**src/rtl/jump_early_dec_ras.sv**
```systemverilog
// Early jump decoder with an optional return-address stack.
// Resolves JAL and function returns one cycle after fetch, asks PC generation
// to redirect, and hands its prediction on to the issue stage.
// Optional feature macro: LEN5_EARLY_RAS_EN
//   defined   -> return-address stack present; a RET is predicted from the
//                stack top and is only early-jumped when the stack is non-empty.
//   undefined -> no stack storage; every RET early-jumps to rf_ra_value_i and
//                ras_count_o is tied to zero.
module jump_early_dec_ras #(
    parameter int XLEN      = 64,
    parameter int RAS_DEPTH = 8,
    parameter int LINK_X5   = 1
) (
    input  logic                         clk_i,
    input  logic                         rst_ni,
    input  logic                         flush_i,
    input  logic [31:0]                  instr_i,
    input  logic                         instr_valid_i,
    input  logic                         issue_ready_i,
    input  logic [XLEN-1:0]              pred_pc_i,
    input  logic [XLEN-1:0]              pred_target_i,
    input  logic                         pred_taken_i,
    input  logic [XLEN-1:0]              early_jump_target_i,
    input  logic [XLEN-1:0]              rf_ra_value_i,
    output logic                         early_jump_valid_o,
    output logic                         mem_flush_o,
    output logic [XLEN-1:0]              early_jump_base_o,
    output logic [XLEN-1:0]              early_jump_offs_o,
    output logic [XLEN-1:0]              issue_pred_pc_o,
    output logic [XLEN-1:0]              issue_pred_target_o,
    output logic                         issue_pred_taken_o,
    output logic [$clog2(RAS_DEPTH):0]   ras_count_o
);

    localparam int PTR_W = $clog2(RAS_DEPTH);
    localparam int CNT_W = PTR_W + 1;

    localparam logic [6:0] OPC_JAL  = 7'b1101111;
    localparam logic [6:0] OPC_JALR = 7'b1100111;

    typedef enum logic {
        IDLE,
        WAIT_ISSUE
    } state_t;

    state_t state_reg, state_next;

    // Instruction fields
    logic [6:0]  opcode;
    logic [4:0]  rd;
    logic [4:0]  rs1;
    logic [2:0]  funct3;
    logic [11:0] imm_i;

    assign opcode = instr_i[6:0];
    assign rd     = instr_i[11:7];
    assign funct3 = instr_i[14:12];
    assign rs1    = instr_i[19:15];
    assign imm_i  = instr_i[31:20];

    logic rd_is_link;
    logic rs1_is_link;
    logic is_call;
    logic is_jal;
    logic is_ret;
    logic ras_nonempty;
    logic is_jump;

    logic [XLEN-1:0] j_imm;
    logic [XLEN-1:0] ret_offs;
    logic            valid_int;
    logic            mflush_int;

    assign rd_is_link  = (rd == 5'd1)  || ((LINK_X5 != 0) && (rd == 5'd5));
    assign rs1_is_link = (rs1 == 5'd1) || ((LINK_X5 != 0) && (rs1 == 5'd5));

    assign is_call = (opcode == OPC_JAL) && rd_is_link;
    assign is_jal  = (opcode == OPC_JAL) && !rd_is_link;
    assign is_ret  = (opcode == OPC_JALR) && (funct3 == 3'b000) && (imm_i == 12'd0)
                     && (rd == 5'd0) && rs1_is_link;

    // A return is only worth redirecting when we actually know where it goes
    assign is_jump = is_call || is_jal || (is_ret && ras_nonempty);

    // J-type immediate, sign-extended to the full address width
    assign j_imm = {{(XLEN-20){instr_i[31]}}, instr_i[19:12], instr_i[20],
                    instr_i[30:21], 1'b0};

`ifdef LEN5_EARLY_RAS_EN
    // Circular stack: ptr_reg indexes the current top; count saturates at depth
    logic [XLEN-1:0]  ras_mem [RAS_DEPTH];
    logic [PTR_W-1:0] ptr_reg, ptr_next, ptr_inc;
    logic [CNT_W-1:0] cnt_reg, cnt_next;
    logic             commit;
    logic             push;
    logic             pop;

    assign ptr_inc      = ptr_reg + PTR_W'(1);
    assign ras_nonempty = (cnt_reg != '0);
    assign ret_offs     = ras_mem[ptr_reg];
    assign commit       = mflush_int && !flush_i;
    assign push         = commit && is_call;
    assign pop          = commit && is_ret;

    // Pointer/count update; a push onto a full stack lands on the oldest slot
    always_comb begin
        ptr_next = ptr_reg;
        cnt_next = cnt_reg;
        if (push) begin
            ptr_next = ptr_inc;
            if (cnt_reg != CNT_W'(RAS_DEPTH)) begin
                cnt_next = cnt_reg + CNT_W'(1);
            end
        end else if (pop) begin
            ptr_next = ptr_reg - PTR_W'(1);
            cnt_next = cnt_reg - CNT_W'(1);
        end
    end

    // Pointer and count registers
    always_ff @(posedge clk_i) begin
        if (!rst_ni) begin
            ptr_reg <= '0;
            cnt_reg <= '0;
        end else begin
            ptr_reg <= ptr_next;
            cnt_reg <= cnt_next;
        end
    end

    // Stack storage: written on a committed call, never cleared
    always_ff @(posedge clk_i) begin
        if (rst_ni && push) begin
            ras_mem[ptr_inc] <= pred_pc_i + XLEN'(4);
        end
    end

    assign ras_count_o = rst_ni ? cnt_reg : '0;
`else
    assign ras_nonempty = 1'b1;
    assign ret_offs     = rf_ra_value_i;
    assign ras_count_o  = '0;
`endif

    // Redirect handshake: hold the request until issue takes the jump
    always_comb begin
        state_next = state_reg;
        valid_int  = 1'b0;
        mflush_int = 1'b0;
        case (state_reg)
            IDLE: begin
                valid_int  = instr_valid_i && is_jump;
                mflush_int = valid_int && issue_ready_i;
                if (valid_int && !issue_ready_i) begin
                    state_next = WAIT_ISSUE;
                end
            end
            WAIT_ISSUE: begin
                valid_int  = 1'b1;
                mflush_int = issue_ready_i;
                if (issue_ready_i) begin
                    state_next = IDLE;
                end
            end
            default: begin
                state_next = IDLE;
            end
        endcase
        if (flush_i) begin
            state_next = IDLE;
        end
        // Requests are suppressed while reset is held
        if (!rst_ni) begin
            valid_int  = 1'b0;
            mflush_int = 1'b0;
        end
    end

    // State register
    always_ff @(posedge clk_i) begin
        if (!rst_ni) begin
            state_reg <= IDLE;
        end else begin
            state_reg <= state_next;
        end
    end

    // Target components handed to PC generation
    always_comb begin
        early_jump_base_o = pred_pc_i;
        early_jump_offs_o = j_imm;
        if (is_ret) begin
            early_jump_base_o = '0;
            early_jump_offs_o = ret_offs;
        end
    end

    assign early_jump_valid_o  = valid_int;
    assign mem_flush_o         = mflush_int;
    assign issue_pred_pc_o     = pred_pc_i;
    assign issue_pred_target_o = is_jump ? early_jump_target_i : pred_target_i;
    assign issue_pred_taken_o  = is_jump || pred_taken_i;

endmodule
```
**config.mk**
```make
export PLATFORM = sky130hd
export DESIGN_NAME = jump_early_dec_ras
export DESIGN_NICKNAME = d
export VERILOG_FILES = /design/src/rtl/jump_early_dec_ras.sv
export SDC_FILE = /design/constraint.sdc
export NUM_CORES = 1
export LEC_CHECK = 0
export ABC_AREA = 1
export CORE_AREA = 5 5 216 218
export CTS_CLUSTER_SIZE = 8
export DETAILED_ROUTE_END_ITERATION = 12
export DIE_AREA = 0 0 221 223
export PLACE_DENSITY = 0.43
export RECOVER_POWER = 50
export SKIP_LAST_GASP = 1
export SYNTH_ARGS = -nofsm -noshare
export SYNTH_HDL_FRONTEND = slang
export SYNTH_SLANG_ARGS = --single-unit
```
**constraint.sdc**
```tcl
create_clock -name clk_i -period 4.3 [get_ports clk_i]
set_input_delay 1.075 -clock clk_i [delete_from_list [all_inputs] [get_ports clk_i]]
set_output_delay 1.075 -clock clk_i [all_outputs]
set_load 0.02 [all_outputs]
```
Word-level counts from Yosys, hierarchy flattened
Cells that the tools add are included.
- flip-flop bits (word level): 1
- latch bits: 0
- bits in writable memories: 0
- bits in read-only memories: 0
- bits of input ports: 294
- word-level logic and storage cells: 39
- memories: 0
- $add $sub $neg: 0
- $mul: 0
- div/mod/pow operators: 0
- $lt $le $gt $ge: 0
- equality and inequality tests: 6
- shifts and indexed selects: 0
- multiplexer cells: 10
- bitwise operators: 2
- reductions and logical operators: 20
- operators by type and width (kind ; count):
    64-bit two-way mux ; 3
    7-bit == test (second input constant) ; 2
    12-bit zero test ; 1
    5-bit by 1-bit == test with 1-bit output (second input constant) ; 2
    5-bit by 3-bit == test with 1-bit output (second input constant) ; 2
    1-bit logical AND ; 9
    1-bit case mux with 2 select lines ; 3
    5-bit zero test ; 1
    1-bit logical OR ; 5
    1-bit two-way mux ; 4
    3-bit zero test ; 1
    1-bit zero test ; 2
    1-bit inverter ; 2
    2-bit OR reduction ; 1

Depth between registers and ports, before layout
Gate-level depths: netlist of run 1.
- depth in word-level cells: 10
- depth in mapped cells: 12

Worst setup path after synthesis of run 1
Ideal clock, no wire load.
- kind: input to output
- from: input instr_i[31]
- to: output mem_flush_o
- data arrival time: 2213 ps
- data required time: 3225 ps
- path slack: 1012 ps
- stages: 12
- buffers on the path: 1
- cells stage by stage: inv_2 > nand2_1 > nor2_1 > nand2_1 > nor2_1 > nand2_1 > nand2_2 > buf_6 > nand2_1 > nand2_1 > nand2_1 > nor2_1
- longest elaborated chain between the ends: 9
- ends and longest elaborated chain (item ; RTL line ; RTL):
    start: declaration ; 17 ; input logic [31:0] instr_i,
    12-bit zero test ; 79 ; assign is_ret = (opcode == OPC_JALR) && (funct3 == 3'b000) && (imm_i == 12'd0)
    1-bit logical AND ; 79 ;
    1-bit logical AND (2 in series) ; 80 ; && (rd == 5'd0) && rs1_is_link;
    1-bit logical OR ; 83 ; assign is_jump = is_call || is_jal || (is_ret && ras_nonempty);
    1-bit logical AND ; 152 ; valid_int = instr_valid_i && is_jump;
    1-bit logical AND ; 153 ; mflush_int = valid_int && issue_ready_i;
    1-bit case mux with 2 select lines ; 150 ; case (state_reg)
    1-bit two-way mux ; 173 ; if (!rst_ni) begin
    end: declaration ; 26 ; output logic mem_flush_o,
No other way between the ends.

Worst setup path in the final report of run 1
- from: input instr_i[21]
- to: output early_jump_base_o[27]
- longest elaborated chain between the ends: 5
- ends and longest elaborated chain (item ; RTL line ; RTL):
    12-bit zero test ; 79 ;
    1-bit logical AND ; 79 ;
    1-bit logical AND (2 in series) ; 80 ;
    64-bit two-way mux ; 192 ; if (is_ret) begin
    end: declaration ; 27 ; output logic [XLEN-1:0] early_jump_base_o,
No other way between the ends.

==> flow_summary.ini, run 1 <==
[setup_path]
crit_path_max_fanout = 8
crit_family = buffers and inverters
path_buf_inv = 8
r2r_slack_ns = 3.57
start_kind = input port
crit_path_max_incr_delay_ns = 0.40
arrival_ns = 3.11
crit_required_ns = 3.22
critical_path_class = input port to output pin
endpoint_kind = output pin
critical_path.cell_chain = clkdlybuf4s50_1 -> inv_1 -> nand2_1 -> nor2_1 -> buf_4 -> nand2_2 -> nor2_4 -> nand2_2 -> buf_4 -> inv_8 -> buf_12 -> buf_6 -> nor2_1 -> dlygate4sd2_1
slowest_stage = clkdlybuf4s50_1

[global_routing]
busiest_layer = met2
use_met1 = 0.09528
grt_pass1_wl_um = 32600
grt.total_usage = 0.08320
antenna_found_initial = 3
grt_pass1_vias = 5145
grt_max_degree = 45
grt_overflow_total = 0
met3_usage = 0.02895
use_met2 = 0.1548

[drt]
wl_per_cell_um = 13.64
drt_iter0_drc = 116
drc_errors = 0
drt_first_pass_iters = 4
routed_wl_um = 23430
via_per_inst = 2.978
drtAntennaViolNets = 0
vias = 5116

[timing]
drv_slew = 0
rsz0062_at_grt = true
fin_skew_ns = 0
fin_hold_ws_ns = 0.6625
max_freq_mhz = 238.8
period_share = 0.9737
hold_violations = 0
period_needed_ns = 4.187
setup_viol = 0

[die]
dieArea_sq_um = 49280
ios = 557
coreArea_sq_um = 44700
die_h_um = 223
row_count = 78
initial_core_util = 0.05937
die_w_um = 221

[yosys]
async_flop_share = 0
synth_area_leaders = nand2_1 (48%), buf_4 (21%), inv_1 (13%)
yosysMostFrequentCell = nand2_1
synth_top_area_frac = 0.4752
synthTopCellsByCount = nand2_1 (336), inv_1 (90), nor2_1 (78)
synth.distinct_cells = 15
synth.avg_cell_area_sq_um = 4.322
synth_cells = 614
synth_flop_cell = dfxtp_1
syn_area_sq_um = 2654
synth_edf_count = 0
synth_top_area_cell = nand2_1
synth_seq_cells = 1
synth-seq-area-share = 0.007544
ys_warn_count = 0

[finish]
n_fill_cell = 5315
nets = 1413
instances_no_fill = 1718
largest_reg_flops = 1
synthToLayoutAreaGrowth_pct = 197.9
final_layout_size_suffix_gt1_frac = 0.2050
final_cell_area_sq_um = 7906

[clock_network]
clkTransAtPathRegs_ns = 0
insertion_delay_ns = 0
ctsHoldBuffers = 0

[run_status]
run_status = finished, final reports clean

[hold_path]
hold_class = register to register

[pwr]
power_density_nw_per_um2 = 94.46
leakage_nw = 4.012
peakVddDrop_mv = 0.03461

[place]
dpl-instance-area_sq_um = 8612
place_congestion = 0.8326
dp_hpwl_um = 20880
dp.cells = 1714
io_buffers = 552

[flow_run]
max-cap-violations = 0
## worst reg2reg max path, cell delays in order, from the launching register on
cell and delay (ns):
dfxtp_1 0.29, inv_1 0.03, nand2_1 0.05, nand2_1 0.07, buf_4 0.15, nor2_1 0.07
## worst paths after layout
| check | start | endpoint | cells past startpoint |
|---|---|---|---|
| worst max-delay path | instr_i[21] | early_jump_base_o[27] | 14 |
| worst min-delay path | state_reg$_SDFF_PP0_ | state_reg$_SDFF_PP0_ | 5 |
| worst max register to register | state_reg$_SDFF_PP0_ | state_reg$_SDFF_PP0_ | 5 |
| worst min register to register | state_reg$_SDFF_PP0_ | state_reg$_SDFF_PP0_ | 5 |
## per-stage QoR
step           total power [mW]    util  setup TNS, ns  worst slack (ns)
3_3_place_gp             0.8441  0.1927        -126.17           -0.8570
2_1_floorplan            0.3146       -              0             1.012
5_1_grt                  0.7964  0.1768        -0.1471           -0.1001
4_1_cts                  0.7803  0.1895         -1.430          -0.09049
6_report                 0.7469  0.1769              0            0.1132
3_5_place_dp             0.8413  0.1927        -125.97           -0.8372
## final cells by class
class / count / area (sq um) / share of cell area
multi-input combinational: 425 / 1659 / 0.2098
antenna: 1 / 2.502 / 0.0003165
inverter: 93 / 361.6 / 0.04574
timing repair buffer: 598 / 5112 / 0.6466
tap: 600 / 750.7 / 0.09495
sequential: 1 / 20.02 / 0.002532
## per-layer routing
metal  vias to the layer above  routed length, um
li1                       2676                  -
met1                      2144               9428
met2                       276              11700
met3                        18               1970
met5                         -                  7
met4                         2                320
## cells by family after synthesis
group           Yosys count  share of synthesized area
buf+inv                 191                     0.3885
simple gates            419                     0.5969
compound gates            2                   0.005656
other cells               1                   0.001413
flops                     1                   0.007544
## report_power, final
part	switching, mW	internal [mW]
Sequential	0.00000147	0.00947
Combinational	0.344	0.394
Clock	0	0.0000000311
## layout by cell type (no fill, tap or decap), types with 5 or more instances in the layout
cell type	netlist	layout
clkdlybuf4s50_1	0	356
nand2_1	336	333
clkbuf_2	0	159
inv_1	90	90
nor2_1	78	74
buf_4	76	40
dlygate4sd2_1	0	19
clkdlybuf4s15_1	0	8
buf_2	17	5
buf_6	1	5
## what timing repair did
action,in CTS,in global routing
hold endpoints to repair,0,0
endpoints found under the setup margin,195,179
buffers inserted,1,0
resized for setup,237,323
gates cloned,0,2
pin swaps,3,1
Power figures use the tool's default switching activity.
==> run 2: changes to the inputs <==
Settings changed: GPL_ROUTABILITY_DRIVEN set to 0.
==> results of run 2 <==
Final layout, timing and power as in run 1 (identical DEF).
==> run 3: changes to the inputs <==
Settings changed: SETUP_SLACK_MARGIN set to 0.3.
==> run 3 against run 2 <==
  * First-iteration DRC count rose by 12%
  * Sequential power barely moved
  * Via count rose by 5.5%
  * Cell count rose by 3.0%
  * Fmax rose by 4.1%
  * Routed wire length rose by 4.6%
  * Design area rose by 14%
  * Critical path depth did not move
  * Global-route usage rose by 0.59 points
==> flow_summary.ini, run 3 (synthesis gave the netlist of run 1 again) <==
[die]
row_count = 78
coreArea_sq_um = 44700
ios = 557
die_h_um = 223
die_w_um = 221
dieArea_sq_um = 49280
initial_core_util = 0.05937

[setup_path]
crit_path_max_fanout = 8
crit_family = buffers and inverters
crit_path_max_incr_delay_ns = 0.45
critical_path.cell_chain = clkdlybuf4s50_1 -> inv_1 -> nand2_2 -> nor2_4 -> nand2_2 -> nor2_4 -> nand2_1 -> nand2_4 -> clkbuf_1 -> inv_6 -> clkbuf_1 -> nand2_1 -> nand2_1 -> clkbuf_1
path_buf_inv = 6
arrival_ns = 2.95
critical_path_class = input port to output pin
slowest_stage = clkdlybuf4s50_1
endpoint_kind = output pin
crit_required_ns = 3.22
start_kind = input port

[global_routing]
grt.total_usage = 0.08915
antenna_found_initial = 3
grt_pass1_wl_um = 34680
grt_max_degree = 45
grt_overflow_total = 0
grt_pass1_vias = 5484

[timing]
max_freq_mhz = 248.7
rsz0062_at_grt = true
fin_skew_ns = 0
fin_hold_ws_ns = 0.6618
period_needed_ns = 4.022
hold_violations = 0
fin_tns_setup_ns = 0
setup_ws_ns = 0.2783
period_share = 0.9353
drv_slew = 0
setup_viol = 0

[place]
pre_cts_ws_ns = -0.8372
dp_hpwl_um = 20880
dp.cells = 1714
dpl-instance-area_sq_um = 8612
io_buffers = 552

[finish]
n_fill_cell = 5242
synthToLayoutAreaGrowth_pct = 239.2
regArea_sq_um = 20.02
final_cell_mix = nand2_1 (293), clkdlybuf4s50_1 (271), buf_4 (87)
multi_input_area_sq_um = 1814
utilization = 0.2014
final_cell_area_sq_um = 9001
final_common_cell = nand2_1
nets = 1464
instances_no_fill = 1770
final_layout_size_suffix_gt1_frac = 0.2526
largest_reg_flops = 1

[pwr]
leakage_nw = 4.359
power_mw = 0.8063
peakVddDrop_mv = 0.03766
power_density_nw_per_um2 = 89.58

[drt]
drt_iter0_drc = 130
drt_first_pass_iters = 4
drc_errors = 0
drtAntennaViolNets = 0
wl_per_cell_um = 13.84
routed_wl_um = 24500
vias = 5396
via_per_inst = 3.049

[run_status]
run_status = finished, final reports clean

[clock_network]
ctsHoldBuffers = 0
clkTransAtPathRegs_ns = 0
insertion_delay_ns = 0

[hold_path]
hold_class = register to register

[flow_run]
max-cap-violations = 0
[run 3: cell types whose count changed in the layout (fill, tap and decap cells not counted), sizes merged]
cell,delta
bufbuf,+1
dlygate4sd3,+64
dlymetal6s2s,+4
clkdlybuf4s15,+40
clkinv,+1
clkbuf,-107
inv,-1
dlygate4sd2,+5
clkdlybuf4s50,-85
diode,+1
buf,+129
[run 3: final timing paths]
| check | from | to | slack, ns | cells after the start |
|---|---|---|---|---|
| worst min register to register | state_reg$_SDFF_PP0_ | state_reg$_SDFF_PP0_ | 0.66 | 5 |
| worst max-delay path | instr_i[11] | issue_pred_target_o[60] | 0.28 | 14 |
| worst min-delay path | state_reg$_SDFF_PP0_ | state_reg$_SDFF_PP0_ | 0.66 | 5 |
| worst max register to register | state_reg$_SDFF_PP0_ | state_reg$_SDFF_PP0_ | 3.57 | 5 |
[run 3: power by group]
group / leakage (nW) / total [mW] / internal [mW] / switching (mW)
Combinational: 4.35 / 0.797 / 0.435 / 0.361
Sequential: 0.00805 / 0.00947 / 0.00947 / 0.00000147
Clock: 0.0000127 / 0.0000000636 / 0.0000000636 / 0
[run 3: cell type report]
class,count,area share
Timing Repair Buffer,649,0.6715
Multi-Input combinational cell,425,0.2016
Tap cell,600,0.08340
Inverter,93,0.04073
Sequential cell,1,0.002224
Antenna cell,2,0.0005560
[run 3: routing by layer]
metal,vias to the layer above,global-route usage,share of wire
li1,2788,-,-
met1,2309,0.1030,0.40
met5,-,0,0.00029
met4,2,0.01140,0.013
met2,279,0.1660,0.51
met3,18,0.02737,0.077
[run 3: worst min-delay path: cells and delay by family, from the launching register on]
family	cells	cell delay (ns)
flops	1	0.28
buf+inv	2	0.17
simple gates	3	0.16
[run 3: timing repair]
action                     4_1_cts  5_1_grt
pin swaps                       33       34
gates resized for setup        816       82
cloned                           5        0
hold endpoints to repair         0        0
setup buffers                   47        2
setup endpoints to repair      195      194
